==> src/rtl/divide_seq.sv <==
// divide_seq: multi-cycle restoring divider, STEPS quotient bits per clock,
// signed/unsigned operands with divide-by-zero detection.
module divide_seq #(
  parameter int WIDTH = 8,
  parameter int STEPS = 1
) (
  input  logic             clk,
  input  logic             rst_n,
  input  logic             start,
  input  logic             signed_mode,
  input  logic [WIDTH-1:0] dividend,
  input  logic [WIDTH-1:0] divisor,
  output logic             busy,
  output logic             done,
  output logic [WIDTH-1:0] quotient,
  output logic [WIDTH-1:0] remainder,
  output logic             div_by_zero
);
  localparam int CW = $clog2(WIDTH + 1);
  if (WIDTH % STEPS != 0 || WIDTH < 2) begin : g_bad_params
    $error("divide_seq: WIDTH must be >=2 and a multiple of STEPS");
  end
  typedef enum logic {IDLE, DIV} state_t;
  state_t           state_q, state_d;
  logic [WIDTH-1:0] q_q, q_d, b_q, b_d, quo_q, quo_d, remo_q, remo_d;
  logic [WIDTH:0]   r_q, r_d, sh;
  logic [WIDTH+1:0] diff;
  logic [CW-1:0]    cnt_q, cnt_d;
  logic             qn_q, qn_d, rn_q, rn_d, done_q, done_d, dbz_q, dbz_d;
  logic             a_neg, b_neg;
  assign a_neg = signed_mode & dividend[WIDTH-1];
  assign b_neg = signed_mode & divisor[WIDTH-1];
  always_comb begin
    state_d = state_q;
    q_d     = q_q;
    b_d     = b_q;
    r_d     = r_q;
    cnt_d   = cnt_q;
    qn_d    = qn_q;
    rn_d    = rn_q;
    quo_d   = quo_q;
    remo_d  = remo_q;
    dbz_d   = dbz_q;
    done_d  = 1'b0;
    sh      = '0;
    diff    = '0;
    if (state_q == IDLE) begin
      if (start && divisor == '0) begin
        done_d = 1'b1;
        dbz_d  = 1'b1;
        quo_d  = '1;
        remo_d = dividend;
      end else if (start) begin
        state_d = DIV;
        q_d     = a_neg ? -dividend : dividend;
        b_d     = b_neg ? -divisor : divisor;
        qn_d    = a_neg ^ b_neg;
        rn_d    = a_neg;
        r_d     = '0;
        cnt_d   = '0;
      end
    end else begin
      // q_d doubles as the dividend shifter: its MSB feeds the remainder
      for (int i = 0; i < STEPS; i++) begin
        sh   = {r_d[WIDTH-1:0], q_d[WIDTH-1]};
        diff = {1'b0, sh} - {2'b00, b_q};
        r_d  = diff[WIDTH+1] ? sh : diff[WIDTH:0];
        q_d  = {q_d[WIDTH-2:0], ~diff[WIDTH+1]};
      end
      cnt_d = cnt_q + CW'(STEPS);
      if (cnt_d == CW'(WIDTH)) begin
        state_d = IDLE;
        done_d  = 1'b1;
        dbz_d   = 1'b0;
        quo_d   = qn_q ? -q_d : q_d;
        remo_d  = rn_q ? -r_d[WIDTH-1:0] : r_d[WIDTH-1:0];
      end
    end
  end
  always_ff @(posedge clk or negedge rst_n) begin
    if (!rst_n) begin
      state_q <= IDLE;
      q_q     <= '0;
      b_q     <= '0;
      r_q     <= '0;
      cnt_q   <= '0;
      qn_q    <= 1'b0;
      rn_q    <= 1'b0;
      quo_q   <= '0;
      remo_q  <= '0;
      dbz_q   <= 1'b0;
      done_q  <= 1'b0;
    end else begin
      state_q <= state_d;
      q_q     <= q_d;
      b_q     <= b_d;
      r_q     <= r_d;
      cnt_q   <= cnt_d;
      qn_q    <= qn_d;
      rn_q    <= rn_d;
      quo_q   <= quo_d;
      remo_q  <= remo_d;
      dbz_q   <= dbz_d;
      done_q  <= done_d;
    end
  end
  assign busy        = state_q == DIV;
  assign done        = done_q;
  assign quotient    = quo_q;
  assign remainder   = remo_q;
  assign div_by_zero = dbz_q;
endmodule
==> config.mk <==
export PLATFORM = sky130hd
export DESIGN_NAME = divide_seq
export DESIGN_NICKNAME = d
export VERILOG_FILES = /design/src/rtl/divide_seq.sv
export SDC_FILE = /design/constraint.sdc
export NUM_CORES = 1
export LEC_CHECK = 0
export BUFFER_PORTS_ARGS = -buffer_cell sky130_fd_sc_hd__buf_2
export CAP_MARGIN = 40
export CORE_UTILIZATION = 45
export DETAILED_ROUTE_END_ITERATION = 10
export PLACE_DENSITY_LB_ADDON = 0.08
export RECOVER_POWER = 25
export SYNTH_ARGS = -nofsm -noshare
export SYNTH_HDL_FRONTEND = slang
export SYNTH_SLANG_ARGS = --single-unit
==> constraint.sdc <==
create_clock -name clk -period 3.95 [get_ports clk]
set_input_delay 0.395 -clock clk [delete_from_list [all_inputs] [get_ports clk]]
set_output_delay 0.395 -clock clk [all_outputs]
set_load 0.02 [all_outputs]
==> results_dict.tcl <==
set metrics [dict create \
    grt_pass1_vias 2625 \
    vdd_ir_drop_max_v 0.000424 \
    fillers 680 \
    via_per_inst 5.40 \
    postCtsSetupBuffers 0 \
    grt_antenna_before_repair 0 \
    dp_hpwl_um 5700 \
    routed_wl_um 7770 \
    num_rows 30 \
    hp-class "in -> reg" \
    ys_seq_elements 49 \
    ys.flop_type "dfrtp_1" \
    crit-reg2reg-launch "r_q[3]" \
    holdBufCountCts 0 \
    tns_ns 0 \
    seqPwrFrac_pct 27.0 \
    dieArea_um2 7430 \
    crit_type "reg -> reg" \
    final_common_cell "dfrtp_1" \
    hold_viol_final 0 \
    clock-sinks 49 \
    synth_edf_count 0 \
    layout.nets 443 \
    die_h_um 86.2 \
    initial_core_util_pct 46.7 \
    syn_inst 376 \
    final_util_pct 52.0 \
    power.density_nw_per_um2 1010 \
    cell_internal_pwr_mw 1.77 \
    worstSetupEndpoint "remainder[6]" \
    yosys_warnings 0 \
    multi_input_area_um2 1800 \
    numCtsBuffers 5 \
    insertion_delay_ns 0.31 \
    worstReg2RegEnd "remainder[6]" \
    post_dp_cell_area_um2 3460 \
    first_iter_violations 164 \
    area.sequential_um2 1230 \
    max_slew_margin_pct -77.7 \
    crit_arrival_ns 3.87 \
    worst_slew_pin_slew_ns 2.67 \
    period_needed_ns 3.67 \
    cp-end-kind "flip-flop" \
    r2r_slack_ns 0.28 \
    core_area_um2 6830 \
    ios 39 \
    final-max-slew-violation-count 50 \
    cts_resized 0 \
    firstDrtPassIters 4 \
    synth-async-reset-ratio_pct 100 \
    p_clk_share_pct 8.8 \
    routabilityCongestion 0.886 \
    p_sw_share_pct 50.8 \
    postLayoutCellArea_um2 3550 \
    status "finished, violations left" \
    wl_per_cell_um 15.3 \
    vias 2734 \
    clk_pin_slew_ns 0.10 \
    ys_types 54 \
    worst_ep_required_time_ns 4.15 \
    portBuffers 38 \
    ys_seq_area_share_pct 38.5 \
    ant_nets 0 \
    cts-root-buf "clkbuf_8" \
    syn_avg_cell_area_um2 8.48 \
    finalSetupViolations 0 \
    die-width_um 86.2 \
    fin_crit_sh_pct 92.8 \
    grtUsageTotal_pct 22.9 \
    grt_pass1_wl_um 13400 \
    p_leak_nw 1.58 \
    crit_start "r_q[3]" \
    net-switching-power_mw 1.82 \
    setup.worst_path.start_class "flip-flop" \
    max_freq_mhz 273 \
    cap_violations 1 \
    skew_ns 0.0126 \
    antenna_cells 0 \
    cts-htree-levels 2 \
    violations "max-capacitance violations, max-slew violations" \
    grt_max_degree 50 \
    drc 0 \
    syn_to_final_growth_pct 11.4 \
    cts_tree "yes" \
    grt-ovfl-total 0 \
    mostFrequentLayoutCells "dfrtp_1, nand2_1, o21ai_0, buf_2, nor2_1" \
    clk_path_buf_depth 2 \
    drive_gt1_share_pct 15.6 \
    worstPathMaxFanout 9 \
    rsz0062_at_grt "no" \
    syn_nets 410 \
    rr_worst_depth 14 \
    p_comb_share_pct 64.3 \
    synth_area_um2 3190 \
]
==> synth_stat cells, types with 3 or more instances <==
cell | n | area share, %
inv_1 | 21 | 2.5
a211oi_1 | 3 | 0.71
dfrtp_1 | 49 | 38
clkbuf_1 | 12 | 1.4
xor2_1 | 15 | 4.1
o21a_1 | 4 | 0.94
o22ai_1 | 4 | 0.78
or3_1 | 5 | 0.98
o31ai_1 | 3 | 0.71
a21o_1 | 3 | 0.71
a21oi_1 | 33 | 5.2
ha_1 | 13 | 5.1
xnor2_1 | 16 | 4.4
o21ai_0 | 38 | 6.0
buf_2 | 3 | 0.47
nor2_1 | 36 | 4.2
nor4_1 | 3 | 0.59
nand2_1 | 41 | 4.8
mux2i_1 | 6 | 1.9
nor3_1 | 5 | 0.78
nand3_1 | 20 | 3.1
==> flip-flops by register name, summed over array words and instances (netlist names) <==
name and flops:
div_by_zero 1, cnt_q 4, remainder 8, qn_q 1
done 1, rn_q 1, busy 1, quotient 8
r_q 8, q_q 8, b_q 8
==> area by class of cell <==
class,count,area share [%]
clock buffers,5,1.94
inverters,24,2.54
clock inverters,3,0.705
well taps,96,3.38
multi-input cells,287,50.7
repair buffers,42,6.20
flip-flops and latches,49,34.5
==> metal layers <==
| layer | GRT usage [%] | share of wire, % | wire length [um] | up-vias |
|---|---|---|---|---|
| met5 | 0 | 0 | 0 | - |
| met4 | 5.45 | 0.98 | 76 | 0 |
| met3 | 2.38 | 3.5 | 270 | 8 |
| met2 | 35.0 | 44 | 3380 | 64 |
| met1 | 35.0 | 52 | 4030 | 1284 |
| li1 | - | - | - | 1378 |
==> logic make-up after synthesis <==
group                    Yosys count  share of synthesized area (%)
multiplexers                       8                           2.71
adder cells (fa/ha/maj)           14                           5.73
AO/OA/AOI/OAI                    108                           21.0
buffers and inverters             40                           5.06
XOR/XNOR                          31                           8.52
flip-flops                        49                           38.5
AND/OR/NAND/NOR                  126                           18.5
==> per-stage QoR <==
| step | worst slack [ns] | hold slack (ns) | power (mW) | cells |
|---|---|---|---|---|
| 2_1_floorplan | 0.808 | 0.0994 | 2.69 | 376 |
| 3_3_place_gp | 0.489 | 0.463 | 3.24 | 497 |
| 3_5_place_dp | 0.329 | 0.465 | 3.24 | 498 |
| 4_1_cts | 0.307 | 0.211 | 3.59 | 506 |
| 5_1_grt | 0.0669 | 0.399 | 3.92 | 506 |
| 6_report | 0.283 | 0.399 | 3.59 | 506 |
==> critical path, stage by stage, from the launching register on <==
cell      delay, ns
dfrtp_1        0.47
ha_1           0.38
o21a_1         0.22
o21ai_1        0.16
a211o_1        0.36
nand2_2        0.21
inv_1          0.25
mux2_2         0.38
inv_1          0.08
ha_1           0.19
nand2_1        0.11
nor4b_4        0.23
a311oi_2       0.08
xnor2_1        0.16
a221o_1        0.29
==> power groups by stage <==
| stage | Clock (mW) | Combinational, mW | Sequential [mW] |
|---|---|---|---|
| 2_1_floorplan | 0 | 1.68 | 1.01 |
| 3_3_place_gp | 0 | 2.27 | 0.976 |
| 3_5_place_dp | 0 | 2.27 | 0.974 |
| 4_1_cts | 0.328 | 2.30 | 0.966 |
| 5_1_grt | 0.346 | 2.57 | 1.00 |
| 6_report | 0.314 | 2.31 | 0.969 |
==> how the worst min path moves through the flow <==
stage	start	endpoint	depth (start not counted)
floorplan	rst_n	b_q[0]	0
global placement	remainder[0]	remainder[0]	1
detailed placement	remainder[0]	remainder[0]	1
CTS	rst_n	remainder[5]	2
global route	divisor[0]	b_q[0]	3
finish	divisor[0]	b_q[0]	3
(Power assumes the default switching activity.)
